`config.mk`:
```
export PLATFORM = sky130hd
export DESIGN_NAME = rom_rr_arbiter
export DESIGN_NICKNAME = d
export VERILOG_FILES = /design/src/rtl/rom_rr_arbiter_pkg.sv /design/src/rtl/rom_rr_arbiter_rr_pick.sv /design/src/rtl/rom_rr_arbiter.sv
export SDC_FILE = /design/constraint.sdc
export NUM_CORES = 1
export LEC_CHECK = 0
export BUFFER_PORTS_ARGS = -buffer_cell sky130_fd_sc_hd__buf_2
export CAP_MARGIN = 20
export CORE_MARGIN = 1
export CORE_UTILIZATION = 38
export CTS_BUF_LIST = sky130_fd_sc_hd__clkbuf_16
export DETAILED_ROUTE_END_ITERATION = 10
export PLACE_DENSITY = 0.76
export SLEW_MARGIN = 40
export SYNTH_ARGS = -nofsm -noshare
export SYNTH_HDL_FRONTEND = slang
export SYNTH_SLANG_ARGS = --single-unit
export TNS_END_PERCENT = 1
```
`constraint.sdc`:
```
create_clock -name clk -period 2 [get_ports clk]
set_input_delay 0.2 -clock clk [delete_from_list [all_inputs] [get_ports clk]]
set_output_delay 0.2 -clock clk [all_outputs]
set_load 0.01 [all_outputs]
```
`src/rtl/rom_rr_arbiter_pkg.sv`:
```
// rtl/rom_rr_arbiter_pkg.sv - shared constants for the ROM round-robin arbiter
//
// Purpose : FSM state encoding and default widths shared by the arbiter files.
// Contents: ST_IDLE / ST_WAIT / ST_RESP state codes (2'd3 is unused and is
//           decoded as idle), DEF_ADDR_W / DEF_DATA_W default widths.
package rom_rr_arbiter_pkg;

    localparam logic [1:0] ST_IDLE = 2'd0;
    localparam logic [1:0] ST_WAIT = 2'd1;
    localparam logic [1:0] ST_RESP = 2'd2;

    localparam int DEF_ADDR_W = 2;
    localparam int DEF_DATA_W = 8;

endpackage

```
`src/rtl/rom_rr_arbiter_rr_pick.sv`:
```
// rtl/rom_rr_arbiter_rr_pick.sv - combinational round-robin winner search
//
// Purpose : pick the first set request bit searching upward from
//           last_grant+1 (mod NUM_REQ), wrapping around.
// Ports   : req        in  NUM_REQ  request vector
//           last_grant in  ID_W     index granted most recently
//           winner     out ID_W     selected index (0 when nothing requests)
//           any_valid  out 1        at least one request bit is set
module rom_rr_arbiter_rr_pick #(
    parameter int NUM_REQ = 4,
    parameter int ID_W    = (NUM_REQ > 1) ? $clog2(NUM_REQ) : 1
) (
    input  logic [NUM_REQ-1:0] req,
    input  logic [ID_W-1:0]    last_grant,
    output logic [ID_W-1:0]    winner,
    output logic               any_valid
);

    int idx;

    // Walk from the farthest candidate to the nearest one so the nearest
    // requesting index after last_grant is the assignment that sticks.
    always_comb begin
        winner    = '0;
        any_valid = 1'b0;
        idx       = 0;
        for (int k = NUM_REQ; k >= 1; k--) begin
            idx = (int'(last_grant) + k) % NUM_REQ;
            if (req[idx[ID_W-1:0]]) begin
                winner    = idx[ID_W-1:0];
                any_valid = 1'b1;
            end
        end
    end

endmodule

```
`src/rtl/rom_rr_arbiter.sv`:
```
// rtl/rom_rr_arbiter.sv - round-robin sharing of one registered-read ROM port
//
// Purpose : arbitrate NUM_REQ valid/ready requesters onto a single ROM port
//           whose data returns one clock after the address, and return the
//           data with the requester id on one backpressured response channel.
// Ports   : clk, reset           clock, synchronous active-high reset
//           req_valid/req_ready  per-requester request handshake
//           req_addr             requester i at [i*ADDR_W +: ADDR_W]
//           rsp_valid/rsp_ready  response handshake
//           rsp_data, rsp_id     returned data and owning requester index
//           rom_addr, rom_rdata  external ROM address and registered data
module rom_rr_arbiter
    import rom_rr_arbiter_pkg::*;
#(
    parameter int NUM_REQ = 4,
    parameter int ADDR_W  = DEF_ADDR_W,
    parameter int DATA_W  = DEF_DATA_W,
    parameter int ID_W    = (NUM_REQ > 1) ? $clog2(NUM_REQ) : 1
) (
    input  logic                      clk,
    input  logic                      reset,
    input  logic [NUM_REQ-1:0]        req_valid,
    input  logic [NUM_REQ*ADDR_W-1:0] req_addr,
    output logic [NUM_REQ-1:0]        req_ready,
    output logic                      rsp_valid,
    input  logic                      rsp_ready,
    output logic [DATA_W-1:0]         rsp_data,
    output logic [ID_W-1:0]           rsp_id,
    output logic [ADDR_W-1:0]         rom_addr,
    input  logic [DATA_W-1:0]         rom_rdata
);

    logic [1:0]        state_q, state_d;
    logic [ID_W-1:0]   last_grant_q, last_grant_d;
    logic [ID_W-1:0]   rsp_id_q, rsp_id_d;
    logic [ADDR_W-1:0] rom_addr_q, rom_addr_d;

    logic [ID_W-1:0]   winner;
    logic              any_valid;
    logic              is_wait, is_resp, is_idle;
    logic              can_accept, accept;
    logic [ADDR_W-1:0] win_addr;

    rom_rr_arbiter_rr_pick #(
        .NUM_REQ (NUM_REQ),
        .ID_W    (ID_W)
    ) u_pick (
        .req        (req_valid),
        .last_grant (last_grant_q),
        .winner     (winner),
        .any_valid  (any_valid)
    );

    always_comb begin
        is_wait = (state_q == ST_WAIT);
        is_resp = (state_q == ST_RESP);
        // The unused code 2'd3 falls through to idle.
        is_idle = !is_wait && !is_resp;

        // Gating with reset keeps the handshake outputs quiet while reset is
        // held, so no accept can race the reset edge.
        can_accept = !reset && (is_idle || (is_resp && rsp_ready));
        accept     = can_accept && any_valid;

        req_ready = '0;
        if (accept) begin
            req_ready[winner] = 1'b1;
        end

        win_addr = req_addr[winner*ADDR_W +: ADDR_W];

        state_d      = state_q;
        last_grant_d = last_grant_q;
        rsp_id_d     = rsp_id_q;
        rom_addr_d   = rom_addr_q;

        if (accept) begin
            last_grant_d = winner;
            rsp_id_d     = winner;
            rom_addr_d   = win_addr;
        end

        if (is_wait) begin
            state_d = ST_RESP;
        end else if (is_resp) begin
            if (rsp_ready) begin
                state_d = accept ? ST_WAIT : ST_IDLE;
            end
        end else begin
            state_d = accept ? ST_WAIT : ST_IDLE;
        end
    end

    always_ff @(posedge clk) begin
        if (reset) begin
            state_q      <= ST_IDLE;
            last_grant_q <= ID_W'(NUM_REQ - 1);
            rsp_id_q     <= '0;
            rom_addr_q   <= '0;
        end else begin
            state_q      <= state_d;
            last_grant_q <= last_grant_d;
            rsp_id_q     <= rsp_id_d;
            rom_addr_q   <= rom_addr_d;
        end
    end

    // The ROM output is static for a held rom_addr, so passing it straight
    // through keeps rsp_data stable during backpressure.
    assign rsp_valid = is_resp && !reset;
    assign rsp_data  = rom_rdata;
    assign rsp_id    = rsp_id_q;
    assign rom_addr  = rom_addr_q;

endmodule

```
==> metrics.yaml <==
run_status:
  outcome: "finished clean"
synth:
  synth-edff-count: 0
  ys_seq_area_share_pct: 29.4
  ys_ff_latch: 8
  synth_compound_area_share_pct: 20.5
  yosysTopAreaCellShare_pct: 29.4
  synthTopCellsByArea: "dfxtp_1 (29%), buf_4 (11%), mux2i_1 (7.4%)"
  syn_inst: 65
  synthesis.area_sq_um: 544
  synth_top_family_by_area: "simple AND/OR/NAND/NOR gates"
  synth-simple-area-share_pct: 26.0
  synth_mux_area_share_pct: 7.36
  synthDistinctLibCells: 29
  async_flop_share_pct: 0
  synth_warnings: 0
  synthFlopType: "dfxtp_1"
  synth_nets: 88
  synth_top_area_cell: "dfxtp_1"
  synthAdderAreaFrac_pct: 0
  synthXorXnorAreaFrac_pct: 0
  avgSynthCellArea_sq_um: 8.37
clock_tree:
  clk_latency_ps: 230
  cts_max_path_buffers: 2
  holdBufCountCts: 0
  cts_made_buffers: 3
  cts_tree: "done"
  clk_pin_slew_ps: 40
  root_buffer: "clkbuf_16"
  cts_sinks: 8
  htree_levels: 1
global_route:
  antenna_found_initial: 0
  overflow: 0
  grt_pass1_wl_mm: 1.91
  grt.total_usage_pct: 19.7
  grt_pass1_vias: 457
  grt_max_degree: 8
power:
  power.density_nw_per_um2: 1040
  power.total_w: 0.000717
  ir_drop_mv: 0.453
  leakage_nw: 0.345
setup_path:
  crit_arrival_ps: 1620
  rr_endpoint: "rom_addr[1]$_SDFFE_PP0P_"
  critPathMaxFanout: 6
  max_stage_delay_ps: 390
  rrSetupSlack_ps: 420
  crit_chain: "nor2b_1 -> a211oi_2 -> nor2b_4 -> nand2b_1 -> nor2_1 -> buf_2"
  cp_slowest_cell: "dfxtp_1"
  crit_end: "req_ready[0]"
  cp-startpoint: "state_q[1]$_SDFFE_PP0P_"
  path_class: "reg -> out"
  crit_required_ps: 1800
  timing.rr.start: "last_grant_q[0]$_SDFFE_PP1P_"
  start_kind: "flip-flop"
  rr_worst_depth: 5
  end_kind: "primary output"
die:
  row_count: 13
  ioPinCount: 40
  die_w_um: 39.8
  die_h_um: 39.8
  core_area_sq_um: 1320
  start_util_pct: 41.3
  die_area_sq_um: 1590
sta:
  fin_skew_ps: 2.85
  setup_violations: 0
  clock.fmax_mhz: 551
  layout_min_cycle_time_ps: 1820
  min_period_over_period_pct: 90.8
  fin_setup_tns_ps: 0
  rsz0062_at_grt: "no"
  worst_slew_pin_slew_ps: 362
  final_max_slew_viol_count: 0
  hold_violations: 0
  slew_headroom_pct: 75.6
finish:
  fillers: 128
  area_growth_pct: 26.4
  final_common_cell: "buf_2"
  postLayoutCoreUtil_pct: 52.2
  fin_cells: 97
  drive_gt1_share_pct: 41.5
  nets: 107
  n_antenna_cell: 0
  layout_common_cells: "buf_2 (23), nor2_1 (10), dfxtp_1 (8)"
  fin_area_sq_um: 688
routing:
  wl_met3_um: 84
  met1_length_um: 515
  drtIter0Drc: 5
  firstDrtPassIters: 4
  wl_per_cell_um: 13.4
  drcViolationCount: 0
  routed_via_density: 5.14
  wl_mm: 1.30
  top_layer_used: "met4"
  wl_met2_um: 680
  antenna_left: 0
  dr_total_vias: 499
place:
  place_congestion: 0.751
  placed_area_sq_um: 591
  numPortBuffers: 23
  dp_cells: 92
  dp_hpwl_um: 893
worst_hold_path:
  hold_class: "in -> reg"
  hp-start: "reset"
job:
  drv_cap: 0
## cell families after synthesis
| family | Yosys count |
|---|---|
| compound gates | 13 |
| buf+inv | 12 |
| flops | 8 |
| mux | 4 |
| simple gates | 28 |
## worst max-delay path: cells and delay by family (launching register included)
family | cells | cell delay, ps
and+or+nand+nor | 4 | 560
DFF | 1 | 390
AOI/OAI and AO/OA | 1 | 300
buffers and inverters | 1 | 140
## how the worst min path moves through the flow
stage          cells past startpoint                      end
5_1_grt                            2  state_q[0]$_SDFFE_PP0P_
3_3_place_gp                       0              rsp_data[4]
6_report                           2  state_q[0]$_SDFFE_PP0P_
2_1_floorplan                      1  state_q[1]$_SDFFE_PP0P_
3_5_place_dp                       0              rsp_data[4]
4_1_cts                            2  state_q[1]$_SDFFE_PP0P_
## stage by stage
| step | setup WS (ps) | hold slack [ps] |
|---|---|---|
| 6_report | 185 | 247 |
| 5_1_grt | 6.49 | 265 |
| 4_1_cts | 82.9 | 233 |
| 3_5_place_dp | 224 | 400 |
| 3_3_place_gp | 300 | 400 |
| 2_1_floorplan | 556 | 272 |
## layout make-up
type                       instances  area [sq um]  area share [%]
clock buffer                       3          75.1            10.9
inverter                           1          3.75           0.545
multi-input combinational         45           300            43.6
sequential                         8           160            23.3
tap                               15          18.8            2.73
timing repair buffer              25           130            18.9
## state kept, by name, indices dropped and copies added (netlist names)
| signal | flops |
|---|---|
| rom_addr | 2 |
| state_q | 2 |
| rsp_id | 2 |
| last_grant_q | 2 |
## cells in the mapped netlist (2+ instances only)
master    instances
dfxtp_1           8
a22o_1            2
buf_6             2
nor2_1           10
nand2_1           5
a21oi_1           2
nand2b_1          3
nor2b_1           2
buf_4             8
mux2i_1           4
## layer usage
layer  global-route usage (%)  vias to the layer above
li1                         -                      253
met1                     18.5                      223
met2                     37.3                       19
met3                     6.82                        4
met4                     8.62                        0
met5                        0                        -
## power by group
part	switching [W]	internal (W)	total [W]
sequential	0.0000195	0.000185	0.000204
clock	0.0000778	0.000258	0.000336
combinational	0.0000909	0.0000858	0.000177
## repair_timing
item / 4_1_cts / 5_1_grt
setup endpoints to repair: 4 / 4
buffers inserted: 0 / 2
resized for setup: 1 / 1
(Power assumes the default switching activity.)
